## config.mk

```make
export PLATFORM = sky130hd
export DESIGN_NAME = alu_issue_queue
export DESIGN_NICKNAME = d
export VERILOG_FILES = /design/src/rtl/opTypes.sv /design/src/rtl/iq_age_select.sv /design/src/rtl/alu_issue_queue.sv
export SDC_FILE = /design/constraint.sdc
export NUM_CORES = 2
export LEC_CHECK = 0
export ABC_AREA = 1
export CAP_MARGIN = 20
export CORE_MARGIN = 3
export CORE_UTILIZATION = 60
export CTS_CLUSTER_DIAMETER = 60
export CTS_CLUSTER_SIZE = 20
export DETAILED_ROUTE_END_ITERATION = 16
export PLACE_DENSITY = 0.79
export SLEW_MARGIN = 20
export SYNTH_ARGS = -nofsm -noshare
export SYNTH_HDL_FRONTEND = slang
export SYNTH_SLANG_ARGS = --single-unit
```

## constraint.sdc

```tcl
create_clock -name clk -period 2.8 [get_ports clk]
set_input_delay 0.84 -clock clk [delete_from_list [all_inputs] [get_ports clk]]
set_output_delay 0.84 -clock clk [all_outputs]
set_load 0.05 [all_outputs]
```

## src/rtl/opTypes.sv

```systemverilog
// opTypes: shared ALU operation encoding and issue-queue entry layout
package opTypes;
    localparam int IQ_XLEN = 32;
    localparam int IQ_TAG_W = 6;
    typedef enum logic [3:0] {
        noALU, addALU, subALU, andALU, orALU, xorALU,
        sllALU, srlALU, sraALU, sltALU, sltuALU, luiALU
    } ALU_operation_t;
    typedef struct packed {
        logic                valid;
        ALU_operation_t      op;
        logic                src1_rdy;
        logic [IQ_TAG_W-1:0] src1_tag;
        logic [IQ_XLEN-1:0]  src1_val;
        logic                src2_rdy;
        logic [IQ_TAG_W-1:0] src2_tag;
        logic [IQ_XLEN-1:0]  src2_val;
        logic [IQ_TAG_W-1:0] dst_tag;
    } iq_entry_t;
endpackage

```

## src/rtl/iq_age_select.sv

```systemverilog
// iq_age_select: age matrix with one-hot grant of the oldest eligible entry
module iq_age_select #(
    parameter int DEPTH = 8
) (
    input  logic             clk,
    input  logic             rst_n,
    input  logic             flush,
    input  logic [DEPTH-1:0] alloc,
    input  logic [DEPTH-1:0] vld,
    input  logic [DEPTH-1:0] elig,
    output logic [DEPTH-1:0] grant
);
    // older[j][i] set means entry j was allocated before entry i
    logic [DEPTH-1:0] older [DEPTH];
    always_ff @(posedge clk or negedge rst_n)
        if (!rst_n)
            for (int i = 0; i < DEPTH; i++) older[i] <= '0;
        else if (flush)
            for (int i = 0; i < DEPTH; i++) older[i] <= '0;
        else
            for (int k = 0; k < DEPTH; k++)
                if (alloc[k]) begin
                    older[k] <= '0;
                    for (int j = 0; j < DEPTH; j++)
                        if (j != k) older[j][k] <= vld[j];
                end
    always_comb begin
        grant = elig;
        for (int i = 0; i < DEPTH; i++)
            for (int j = 0; j < DEPTH; j++)
                if (elig[j] && older[j][i]) grant[i] = 1'b0;
    end
endmodule

```

## src/rtl/alu_issue_queue.sv

```systemverilog
// alu_issue_queue: CDB-woken reservation station issuing the oldest ready op
// to the single ALU through a registered valid/ready stage
module alu_issue_queue import opTypes::*; #(
    parameter int DEPTH = 8,
    parameter int XLEN  = IQ_XLEN,
    parameter int TAG_W = IQ_TAG_W
) (
    input  logic                       clk,
    input  logic                       rst_n,
    input  logic                       flush,
    input  logic                       disp_valid,
    output logic                       disp_ready,
    input  ALU_operation_t             disp_op,
    input  logic                       disp_src1_rdy,
    input  logic [TAG_W-1:0]           disp_src1_tag,
    input  logic [XLEN-1:0]            disp_src1_val,
    input  logic                       disp_src2_rdy,
    input  logic [TAG_W-1:0]           disp_src2_tag,
    input  logic [XLEN-1:0]            disp_src2_val,
    input  logic [TAG_W-1:0]           disp_dst_tag,
    input  logic                       cdb_valid,
    input  logic [TAG_W-1:0]           cdb_tag,
    input  logic [XLEN-1:0]            cdb_val,
    output logic                       iss_valid,
    input  logic                       iss_ready,
    output ALU_operation_t             iss_op,
    output logic [XLEN-1:0]            iss_src1,
    output logic [XLEN-1:0]            iss_src2,
    output logic [TAG_W-1:0]           iss_dst_tag,
    output logic [$clog2(DEPTH+1)-1:0] occupancy
);
    localparam int OCC_W = $clog2(DEPTH+1);
    iq_entry_t q [DEPTH];
    iq_entry_t new_e;
    logic [DEPTH-1:0] vld, elig, grant, free_oh, alloc_vec, free_vec;
    logic alloc, load, found;
    ALU_operation_t sel_op;
    logic [XLEN-1:0] sel_s1, sel_s2;
    logic [TAG_W-1:0] sel_dst;
    assign disp_ready = occupancy != OCC_W'(DEPTH);
    assign alloc = disp_valid && disp_ready && !flush;
    assign load = (!iss_valid || iss_ready) && |elig;
    assign alloc_vec = alloc ? free_oh : '0;
    assign free_vec = load ? grant : '0;
    always_comb begin
        free_oh = '0;
        found = 1'b0;
        for (int i = 0; i < DEPTH; i++) begin
            vld[i] = q[i].valid;
            elig[i] = q[i].valid && q[i].src1_rdy && q[i].src2_rdy;
            if (!q[i].valid && !found) begin
                free_oh[i] = 1'b1;
                found = 1'b1;
            end
        end
    end
    // a broadcast in the dispatch cycle is captured directly into the new entry
    always_comb begin
        new_e.valid = 1'b1;
        new_e.op = disp_op;
        new_e.src1_rdy = disp_src1_rdy || (cdb_valid && cdb_tag == disp_src1_tag);
        new_e.src1_tag = disp_src1_tag;
        new_e.src1_val = disp_src1_rdy ? disp_src1_val : cdb_val;
        new_e.src2_rdy = disp_src2_rdy || (cdb_valid && cdb_tag == disp_src2_tag);
        new_e.src2_tag = disp_src2_tag;
        new_e.src2_val = disp_src2_rdy ? disp_src2_val : cdb_val;
        new_e.dst_tag = disp_dst_tag;
    end
    always_comb begin
        sel_op = noALU;
        sel_s1 = '0;
        sel_s2 = '0;
        sel_dst = '0;
        for (int i = 0; i < DEPTH; i++)
            if (grant[i]) begin
                sel_op = q[i].op;
                sel_s1 = q[i].src1_val;
                sel_s2 = q[i].src2_val;
                sel_dst = q[i].dst_tag;
            end
    end
    iq_age_select #(.DEPTH(DEPTH)) u_age (
        .clk(clk), .rst_n(rst_n), .flush(flush),
        .alloc(alloc_vec), .vld(vld), .elig(elig), .grant(grant)
    );
    always_ff @(posedge clk or negedge rst_n)
        if (!rst_n)
            for (int i = 0; i < DEPTH; i++) q[i] <= '0;
        else if (flush)
            for (int i = 0; i < DEPTH; i++) q[i].valid <= 1'b0;
        else
            for (int i = 0; i < DEPTH; i++)
                if (alloc_vec[i]) q[i] <= new_e;
                else begin
                    if (free_vec[i]) q[i].valid <= 1'b0;
                    if (cdb_valid && !q[i].src1_rdy && q[i].src1_tag == cdb_tag) begin
                        q[i].src1_rdy <= 1'b1;
                        q[i].src1_val <= cdb_val;
                    end
                    if (cdb_valid && !q[i].src2_rdy && q[i].src2_tag == cdb_tag) begin
                        q[i].src2_rdy <= 1'b1;
                        q[i].src2_val <= cdb_val;
                    end
                end
    always_ff @(posedge clk or negedge rst_n)
        if (!rst_n) begin
            iss_valid <= 1'b0;
            iss_op <= noALU;
            iss_src1 <= '0;
            iss_src2 <= '0;
            iss_dst_tag <= '0;
            occupancy <= '0;
        end else if (flush) begin
            iss_valid <= 1'b0;
            iss_op <= noALU;
            occupancy <= '0;
        end else begin
            occupancy <= occupancy + OCC_W'(alloc) - OCC_W'(load);
            if (!iss_valid || iss_ready) iss_valid <= |elig;
            if (load) begin
                iss_op <= sel_op;
                iss_src1 <= sel_s1;
                iss_src2 <= sel_s2;
                iss_dst_tag <= sel_dst;
            end
        end
endmodule

```

==> metrics.txt <==
CP max stage cell dfrtp_1; setup repair bufs after CTS 0; register area share after synthesis 0.462; Overall Global Routing Usage 0.436; Yosys reg bits 847; effective utilization at floorplan 0.611; CP delay by family, top simple AND/OR/NAND/NOR gates; Slew @ Worst Pin approximately 0.84 ns; final hold slack 0.166 ns; Synth async-reset ratio 1.00; Static Leak 28.1 nW; largest net degree at the start of global routing 96; crit end category flop; CTS resizes 0; Net Switching around 0.013 W; hold buffer count at CTS 0; flop-to-flop setup slack 0.08 ns; clock root cell clkbuf_16; Netlist Area Pre-Place 45900 um^2; Antenna Nets Post-Route 0; worst-path fanout max 32; Core Rows 100; Area Growth Syn to Fin 19.2%; Core ar. 75100 um^2; sw frac 0.356; area of the multi-input gates 19800 um^2; register area between 20000 and 25000 um^2; first-pass GRT wire length 264000 um; final WL around 170000 um; Primary FF master, synth dfrtp_1; Gate Count Post-Synth 6362; via count 47.5k; initial DRC count 7002; TNS Setup 0 ns; Final Hold Fails 0; DR pass1 iterations 9; Distinct cells, synth 48; Logic pwr share 0.277; drt drc 0; Die Ht about 280 um; crit path DAT around 3.2 ns; Final Util 0.728; H-Tree Depth 3; CP peak stage delay about 0.41 ns; crit-path cells nand3_1, inv_2, buf_4, a21oi_1, o221ai_1, inv_1, nand2_2, inv_2, buf_12, a21oi_1, nand2_1, nand2_1; status complete, no violations; Fillers 6008; number of global-route vias before repair 45.5k; Final period util 0.972; # Max-Cap Violations 0; Avg Inst Size Synth 7.21 um^2; final period demand of the worst path approximately 2.7 ns; Hold Crit Class input port to asynchronous set/reset pin; initial antenna violation count 8; CTS Sinks 847; fin nets 6776; Final Slew Violations 0; DP Area 52300 um^2; vias per inst 6.20; Required @ worst endpoint 3.30 ns; clk slew on worst S/H paths about 0.08 ns; CTS Buf Count 68; DR WL/cell 22.7 um; number of synthesized flops with an enable pin 0; layout cells sized above 1 0.105; slew margin rel. 0.436; syn_nets around 6.5k; Startpoint Class flop; Max Root-Sink Buffers 3; Fmax ~370 MHz; dominant cells by area after synthesis dfrtp_1, nand2_1, o21ai_0; power density over cell area between 600 and 700 nW/um^2; Port Buf Inserts around 210; cell taking the most area after synthesis dfrtp_1; TritonCTS clock tree built; Clock Skew 0.0275 ns; Boundary Pins 212; later-pin clock latency in the skew report 0.64 ns; CP bufs+invs 5; Pint 0.0240 W; Die Wd 282 um; total number of yosys warnings 0; RSZ-0062 raised after global routing no; Sequential Power Share 0.442; grt ovf 0; die area 79800 um^2; VDD IR max 0.632 mV; critical path class flop to flop; routability cong. 0.987; Yosys top cell area share 0.462; Final Cell Area 54700 um^2; dpl hpwl 119000 um; clock power share 0.280; final setup fails 0
-- cell type report --
cell class	instances	share of cell area
flip-flops and latches	847	0.388
multi-input cells	4223	0.362
repair buffers	654	0.127
inverters	844	0.0582
clock buffers	77	0.0333
well taps	969	0.0222
clock inverters	45	0.00966
diodes	2	0.0000916
-- worst reg2reg max path, cell delays in order, from the launching register on --
cell	delay, ns
dfrtp_1	0.41
nand3_1	0.30
inv_2	0.07
buf_4	0.15
a21oi_1	0.18
o221ai_1	0.14
inv_1	0.09
nand2_2	0.30
inv_2	0.24
buf_12	0.22
a21oi_1	0.11
nand2_1	0.28
nand2_1	0.10
-- worst paths after layout --
check | startpoint | end | depth (start not counted)
worst max-delay path | q[533]$_DFFE_PN0P_ | iss_src2[1]$_DFFE_PN0P_ | 12
worst min-delay path | rst_n | q[277]$_DFFE_PN0P_ | 1
worst max register to register | q[533]$_DFFE_PN0P_ | iss_src2[1]$_DFFE_PN0P_ | 12
worst min register to register | q[568]$_DFFE_PN0P_ | q[568]$_DFFE_PN0P_ | 2
max in group asynchronous | rst_n | q[469]$_DFFE_PN0P_ | 2
min in group clk | q[568]$_DFFE_PN0P_ | q[568]$_DFFE_PN0P_ | 2
-- cell usage in the layout, fill, tap and decap left out, drive strengths merged, types with 7 or more instances in the layout --
cell,instances
o221ai,107
dfrtp,847
clkinv,20
clkbuf,77
nor2,276
o21a,18
xor2,18
nand4,20
or2,66
a21oi,195
buf,447
o21ai,902
a31oi,139
nand2,1971
nand3,353
clkinvlp,7
a221oi,9
xnor2,20
inv,857
clkdlybuf4s50,207
nor3,11
o22ai,50
o211ai,18
nor4,16
-- sequential cells by signal (all words and copies together) (netlist names) --
register,cells
iss_src2,32
iss_dst_tag,6
occupancy,4
iss_src1,32
u_age.older,56
iss_valid,1
q,712
iss_op,4
-- logic make-up (layout without fill, tap and decap cells) --
group                    Yosys count  count (layout)  share of synthesized area
AND/OR/NAND/NOR                 2719            2719                      0.240
AO/OA/AOI/OAI                   1460            1460                      0.178
buffers and inverters           1292            1620                      0.111
flip-flops                       847             847                      0.462
XOR/XNOR                          38              38                    0.00726
adder cells (fa/ha/maj)            6               6                    0.00180
other                              0               2                          0
-- synthesized netlist by cell type, drive strengths merged, types with 66 or more instances --
cell type  number
nand2        1971
o21ai         902
dfrtp         847
inv           843
nand3         353
clkbuf        282
nor2          276
a21oi         195
buf           166
a31oi         139
o221ai        107
or2            66
-- per-layer routing --
layer  share of wire  vias up  global-route usage  routed length [um]
met5         0.00013        -                   0                  23
met4           0.092        4               0.322               16000
met3            0.13      888               0.110               22800
met2            0.43     3547               0.659               74000
met1            0.35    22043               0.545               61100
li1                -    20979                   -                   -
-- power by group through the flow --
| stage | clock network, W | logic, W | registers [W] |
|---|---|---|---|
| floorplan | 0 | 0.00478 | 0.0178 |
| global placement | 0 | 0.00980 | 0.0165 |
| detailed placement | 0 | 0.0101 | 0.0166 |
| CTS | 0.0105 | 0.0102 | 0.0164 |
| global route | 0.0109 | 0.0113 | 0.0167 |
| finish | 0.0104 | 0.0103 | 0.0165 |
-- through the flow --
step	power, W	instances	setup slack [ns]
final	0.0372	7661	0.0784
after global placement	0.0263	7537	-0.324
after detailed placement	0.0267	7537	-0.354
after floorplan	0.0226	6362	0.00180
after CTS	0.0370	7659	0.0502
after global routing	0.0389	7660	0.0175
Note: power is estimated with default switching activity, not from simulation.
